--- config.mk ---
export PLATFORM = sky130hd
export DESIGN_NAME = plab4_net_router_adaptive_input_terminal_ctrl_wh
export DESIGN_NICKNAME = d
export VERILOG_FILES = /design/src/rtl/plab4_net_router_adaptive_input_terminal_ctrl_wh_pkg.sv /design/src/rtl/plab4_net_router_adaptive_route_compute_ring.sv /design/src/rtl/plab4_net_router_adaptive_input_terminal_ctrl_wh.sv
export SDC_FILE = /design/constraint.sdc
export NUM_CORES = 1
export LEC_CHECK = 0
export CELL_PAD_IN_SITES_DETAIL_PLACEMENT = 1
export CELL_PAD_IN_SITES_GLOBAL_PLACEMENT = 1
export CORE_MARGIN = 5
export CORE_UTILIZATION = 29
export DETAILED_ROUTE_END_ITERATION = 8
export PLACE_DENSITY = 0.81
export SLEW_MARGIN = 20
export SYNTH_ARGS = -nofsm -noshare
export SYNTH_HDL_FRONTEND = slang
export SYNTH_SLANG_ARGS = --single-unit
--- constraint.sdc ---
create_clock -name clk -period 4.2 [get_ports clk]
set_input_delay 0.84 -clock clk [delete_from_list [all_inputs] [get_ports clk]]
set_output_delay 0.84 -clock clk [all_outputs]
set_load 0.005 [all_outputs]
--- src/rtl/plab4_net_router_adaptive_input_terminal_ctrl_wh_pkg.sv ---
// Shared route encoding for the adaptive wormhole input-terminal controller.
// Imported by the controller and its ring route-compute helper.
package plab4_net_router_adaptive_input_terminal_ctrl_wh_pkg;

    localparam int ROUTE_NBITS = 2;

    localparam logic [ROUTE_NBITS-1:0] ROUTE_PREV = 2'd0;
    localparam logic [ROUTE_NBITS-1:0] ROUTE_TERM = 2'd1;
    localparam logic [ROUTE_NBITS-1:0] ROUTE_NEXT = 2'd2;

    function automatic logic [ROUTE_NBITS-1:0] opposite_dir(
        input logic [ROUTE_NBITS-1:0] r
    );
        return (r == ROUTE_PREV) ? ROUTE_NEXT : ROUTE_PREV;
    endfunction

endpackage

--- src/rtl/plab4_net_router_adaptive_route_compute_ring.sv ---
// Combinational minimal/adaptive ring route: shortest direction, ties broken
// toward the channel with more free slots (exact tie goes NEXT).
module plab4_net_router_adaptive_route_compute_ring
    import plab4_net_router_adaptive_input_terminal_ctrl_wh_pkg::*;
#(
    parameter int p_router_id           = 0,
    parameter int p_num_routers         = 8,
    parameter int p_num_free_chan_nbits = 2,
    parameter int c_dest_nbits          = $clog2(p_num_routers)
)(
    input  logic [c_dest_nbits-1:0]          dest,
    input  logic [p_num_free_chan_nbits-1:0] num_free_chan0,
    input  logic [p_num_free_chan_nbits-1:0] num_free_chan2,
    output logic [ROUTE_NBITS-1:0]           route
);

    localparam int c_w = c_dest_nbits + 1;
    localparam logic [c_w-1:0] c_id = c_w'(p_router_id);
    localparam logic [c_w-1:0] c_n  = c_w'(p_num_routers);

    logic [c_w-1:0] dext;
    logic [c_w-1:0] dn;
    logic [c_w-1:0] dp;

    assign dext = {1'b0, dest};

    // dn: hops going next, dp: hops going prev
    always_comb begin
        dn = '0;
        if (dext >= c_id)
            dn = dext - c_id;
        else
            dn = dext + c_n - c_id;
        dp = c_n - dn;
    end

    always_comb begin
        route = ROUTE_TERM;
        if (dext == c_id)
            route = ROUTE_TERM;
        else if (dn < dp)
            route = ROUTE_NEXT;
        else if (dp < dn)
            route = ROUTE_PREV;
        else if (num_free_chan2 > num_free_chan0)
            route = ROUTE_PREV;
        else
            route = ROUTE_NEXT;
    end

endmodule

--- src/rtl/plab4_net_router_adaptive_input_terminal_ctrl_wh.sv ---
// Wormhole input-terminal controller: adaptive head routing, per-packet port lock.
// Optional starvation escape compiled in with PLAB4_NET_STARVE_ESCAPE_EN.
module plab4_net_router_adaptive_input_terminal_ctrl_wh
    import plab4_net_router_adaptive_input_terminal_ctrl_wh_pkg::*;
#(
    parameter int p_router_id           = 0,
    parameter int p_num_routers         = 8,
    parameter int p_num_free_nbits      = 2,
    parameter int p_num_free_chan_nbits = 2,
    parameter int p_head_min_free       = 2,
    parameter int p_body_min_free       = 1,
    parameter int p_starve_limit        = 16,
    parameter int p_num_domains         = 2,
    parameter int c_dest_nbits          = $clog2(p_num_routers),
    parameter int c_dom_nbits           = (p_num_domains > 1) ? $clog2(p_num_domains) : 1,
    parameter int c_starve_nbits        = $clog2(p_starve_limit + 1)
)(
    input  logic                             clk,
    input  logic                             reset,
    input  logic [c_dest_nbits-1:0]          dest,
    input  logic                             in_val,
    output logic                             in_rdy,
    input  logic                             in_head,
    input  logic                             in_tail,
    input  logic [p_num_free_nbits-1:0]      num_free0,
    input  logic [p_num_free_nbits-1:0]      num_free2,
    input  logic [p_num_free_chan_nbits-1:0] num_free_chan0,
    input  logic [p_num_free_chan_nbits-1:0] num_free_chan2,
    output logic                             reqs_p0,
    output logic                             reqs_p1,
    output logic                             reqs_p2,
    input  logic                             grants_p0,
    input  logic                             grants_p1,
    input  logic                             grants_p2,
    output logic [c_dom_nbits-1:0]           domain,
    output logic                             route_locked
);

    typedef enum logic {IDLE, LOCKED} state_t;

    state_t                 state;
    logic [ROUTE_NBITS-1:0] route_q;
    logic [ROUTE_NBITS-1:0] route_c;
    logic [ROUTE_NBITS-1:0] route_sel;
    logic                   prev_head_ok;
    logic                   next_head_ok;
    logic                   prev_body_ok;
    logic                   next_body_ok;
    logic                   port_ok;
    logic                   req_en;
    logic                   unused_head;

    assign domain      = c_dom_nbits'(p_router_id % p_num_domains);
    assign unused_head = in_head;

    plab4_net_router_adaptive_route_compute_ring #(
        .p_router_id           (p_router_id),
        .p_num_routers         (p_num_routers),
        .p_num_free_chan_nbits (p_num_free_chan_nbits),
        .c_dest_nbits          (c_dest_nbits)
    ) route_compute (
        .dest           (dest),
        .num_free_chan0 (num_free_chan0),
        .num_free_chan2 (num_free_chan2),
        .route          (route_c)
    );

    // num_free0 tracks the next buffer, num_free2 the prev buffer
    assign next_head_ok = int'(num_free0) >= p_head_min_free;
    assign prev_head_ok = int'(num_free2) >= p_head_min_free;
    assign next_body_ok = int'(num_free0) >= p_body_min_free;
    assign prev_body_ok = int'(num_free2) >= p_body_min_free;

`ifdef PLAB4_NET_STARVE_ESCAPE_EN
    localparam logic [c_starve_nbits-1:0] c_starve_lim =
        c_starve_nbits'(p_starve_limit);

    logic [c_starve_nbits-1:0] starve_cnt;
    logic                      min_blocked;
    logic                      alt_ok;

    always_comb begin
        min_blocked = 1'b0;
        alt_ok      = 1'b0;
        if (route_c == ROUTE_NEXT) begin
            min_blocked = !next_head_ok;
            alt_ok      = prev_head_ok;
        end else if (route_c == ROUTE_PREV) begin
            min_blocked = !prev_head_ok;
            alt_ok      = next_head_ok;
        end
    end

    always_comb begin
        route_sel = route_c;
        if (starve_cnt >= c_starve_lim && min_blocked && alt_ok)
            route_sel = opposite_dir(route_c);
        if (state == LOCKED)
            route_sel = route_q;
    end

    always_ff @(posedge clk) begin
        if (reset)
            starve_cnt <= '0;
        else if (!in_val || in_rdy)
            starve_cnt <= '0;
        else if (state == IDLE && starve_cnt < c_starve_lim)
            starve_cnt <= starve_cnt + 1'b1;
    end
`else
    logic [c_starve_nbits-1:0] unused_starve;
    assign unused_starve = '0;

    always_comb begin
        route_sel = route_c;
        if (state == LOCKED)
            route_sel = route_q;
    end
`endif

    // Heads need the larger bubble margin; body/tail flits only the smaller one
    always_comb begin
        port_ok = 1'b0;
        unique case (route_sel)
            ROUTE_TERM: port_ok = 1'b1;
            ROUTE_PREV: port_ok = (state == LOCKED) ? prev_body_ok : prev_head_ok;
            ROUTE_NEXT: port_ok = (state == LOCKED) ? next_body_ok : next_head_ok;
            default:    port_ok = 1'b0;
        endcase
    end

    assign req_en  = !reset && in_val && port_ok;
    assign reqs_p0 = req_en && (route_sel == ROUTE_PREV);
    assign reqs_p1 = req_en && (route_sel == ROUTE_TERM);
    assign reqs_p2 = req_en && (route_sel == ROUTE_NEXT);

    assign in_rdy = (reqs_p0 && grants_p0)
                 || (reqs_p1 && grants_p1)
                 || (reqs_p2 && grants_p2);

    always_ff @(posedge clk) begin
        if (reset) begin
            state        <= IDLE;
            route_q      <= ROUTE_TERM;
            route_locked <= 1'b0;
        end else if (in_rdy) begin
            case (state)
                IDLE: begin
                    if (!in_tail) begin
                        state        <= LOCKED;
                        route_q      <= route_sel;
                        route_locked <= 1'b1;
                    end
                end
                LOCKED: begin
                    if (in_tail) begin
                        state        <= IDLE;
                        route_locked <= 1'b0;
                    end
                end
                default: begin
                    state        <= IDLE;
                    route_locked <= 1'b0;
                end
            endcase
        end
    end

endmodule

==> out/metrics.cfg <==
[synthesis]
syn_area_per_cell_um2=7.899
synth_area_leaders=ha_1 (17%), dfxtp_1 (15%), inv_1 (7.8%), nor4b_4 (4.5%), mux2i_1 (3.8%)
ys_types=30
async_reset_ff_frac=0
synth_top_area_cell=ha_1
synth_commonest_cells=inv_1 (11), ha_1 (7), nor2_1 (5)
ys_seq_area_frac=0.1513
synth_nets=93
ys.flop_type=dfxtp_1
synth-seq-cells=4
synth_edf_count=0
yosys.area.top_type_share=0.1655
synth_most_common_cell=inv_1
yosysWarnings=0
syn_area_um2=529.3
postSynthCellCount=67

[critical_path]
critPathBufInv=4
required_ns=3.36
crit_chain=clkdlybuf4s50_1, inv_1, ha_2, ha_4, xor2_1, nor2_1, a222oi_1, buf_4, o311a_1, nor2_2, dlygate4sd2_1
crit_path_end_kind=primary output
worstSetupPathType=input port to primary output
critPathLaunchType=input port
crit_family=buffers and inverters
cp.arrival_ns=3.24
cp_max_fo=2
cpPeakStageDelay_ns=0.48
crit_slowest_cell=clkdlybuf4s50_1
reg2reg_slack_ns=1.92

[clocking]
h-tree-depth=1
clockBufferDepth=2
insertion_delay_ns=0.24
clk_pin_slew_worst_paths_ns=0.03
clock-root-buffer=clkbuf_4
cts.sinks=4
cts_buffers=3
cts_tree=done

[route]
initialDrtViolationCount=6
wl_met1_um=702
wl_met3_um=103
routed.top_layer=met4
dr_total_vias=617
route.met2.wl_um=813
drc_errors=0
wl_per_cell_um=13.09
ant_nets=0
dr.pass1.iters=4
via_per_inst=4.936
wl_um=1636

[layout]
fin_area_um2=890.9
fillers=213
seqCellArea_um2=80.08
n_antenna_cell=0
multi_input_area_um2=425.4
final-instance-count-excl-fill=125
synthToLayoutAreaGrowth_pct=68.32
nNetsFinal=128
layout-drive-gt1-share=0.2200

[global_routing]
grt_max_degree=13
antenna_found_initial=0
first_global_vias=625
grt_pass1_wl_um=2559
grt_use_total=0.1264
grt_remaining_overflow=0

[power_and_ir_drop]
ir_drop_v=0.0001923
p_sw_frac=0.3561
leakage_nw=0.4033
powerDensity_mw_per_mm2=270.6
report.power.total_mw=0.2411
pwr-share-comb=0.571
power.switching_mw=0.08585
p_int_mw=0.1552
seqPwrFrac=0.229
clkPwrFrac=0.200

[timing]
period_share=0.9707
hold_violations=0
clock.fmax_mhz=245.3
rsz0062_at_grt=false
period_needed_ns=4.077
hold-worst-slack_ns=0.5066
tns_ns=0
clock_skew_ns=0.007349
setup_viol=0
slew_viol_final=0

[placed_design]
port_buffers=22
dp_hpwl_um=1281
gp_congestion=0.7393
dp_cells=121
dpl-instance-area_um2=835.8

[floorplan]
initial_core_util=0.3065
core-area_mm2=0.001727
dieArea_mm2=0.002779
io_pins=25
die_w_um=52.72
die_height_um=52.72
std_cell_rows=15

[min_path]
min_path_type=flop to flop

[run_status]
run_status=finished, final reports clean

[job]
drv_cap=0

[stage by stage]
| step | util | setup slack (ns) |
|---|---|---|
| finish | 0.5159 | 0.1233 |
| global route | 0.5159 | 0.004244 |
| CTS | 0.5043 | 0.1451 |
| detailed placement | 0.4841 | -0.1288 |
| global placement | 0.4841 | -0.07044 |
| floorplan | - | 0.9685 |
[kinds of logic after synthesis]
logic type / Yosys count / share of synthesized area
compound gates: 16 / 0.2246
xor+xnor: 2 / 0.03310
fa+ha+maj: 7 / 0.1655
buf+inv: 13 / 0.1017
flops: 4 / 0.1513
mux: 3 / 0.06619
other cells: 1 / 0.007085
simple gates: 21 / 0.2506
[registers in the layout, summed over array words and instances, names as in the netlist]
| signal | flops |
|---|---|
| state | 1 |
| route_q | 2 |
| route_locked | 1 |
[placed cells by master, fill, tap and decap left out, drive strengths merged]
master         count
a211oi             2
a21o               1
a21oi              3
a222oi             1
a22oi              1
a32oi              1
buf               10
clkbuf             3
clkdlybuf4s50     18
conb               1
dfxtp              4
dlygate4sd2        4
ha                 7
inv               11
mux2               1
mux2i              2
nand2              4
nand2b             2
nor2               5
nor2b              2
nor3               4
nor4b              3
o21a               1
o21ai              2
o22ai              2
o311a              1
o31a               1
or3                1
xor2               2
[layer usage]
layer  GRT usage  vias to the layer above
met1      0.1290                      291
met4     0.05106                        0
met2      0.2314                       19
met3     0.04274                        2
li1            -                      305
met5           0                        -
[final timing paths]
kind / start / endpoint / depth (start not counted)
setup / recovery: dest[1] / in_rdy / 11
hold / removal: route_q[1] / route_q[1] / 2
setup reg to reg: state / route_q[0] / 7
hold reg to reg: route_q[1] / route_q[1] / 2
[layout make-up]
| class | instances | area share |
|---|---|---|
| inverters | 11 | 0.04635 |
| multi-input cells | 50 | 0.4775 |
| clock buffers | 3 | 0.02528 |
| well taps | 25 | 0.03511 |
| repair buffers | 32 | 0.3258 |
| flip-flops and latches | 4 | 0.08989 |
[worst reg2reg max path, stage by stage (launching register included)]
cell,delay [ns]
dfxtp_1,0.62
mux2_4,0.38
nor4b_4,0.30
buf_4,0.17
o22ai_2,0.09
buf_4,0.16
nor4b_2,0.24
mux2i_1,0.23
[power groups by stage]
stage	combinational (mW)	sequential [mW]	clock, mW
floorplan	0.0749	0.0482	0
global placement	0.123	0.0546	0
detailed placement	0.129	0.0556	0
CTS	0.135	0.0548	0.0499
global route	0.150	0.0563	0.0525
finish	0.138	0.0553	0.0482
[what timing repair did]
item / CTS / global route
resized for setup: 6 / 3
setup buffers: 1 / 0
setup endpoints to repair: 4 / 1
hold buffers: 0 / 0
cloned: 0 / 0
pin swaps: 1 / 2
Note: power is estimated with default switching activity, not from simulation.
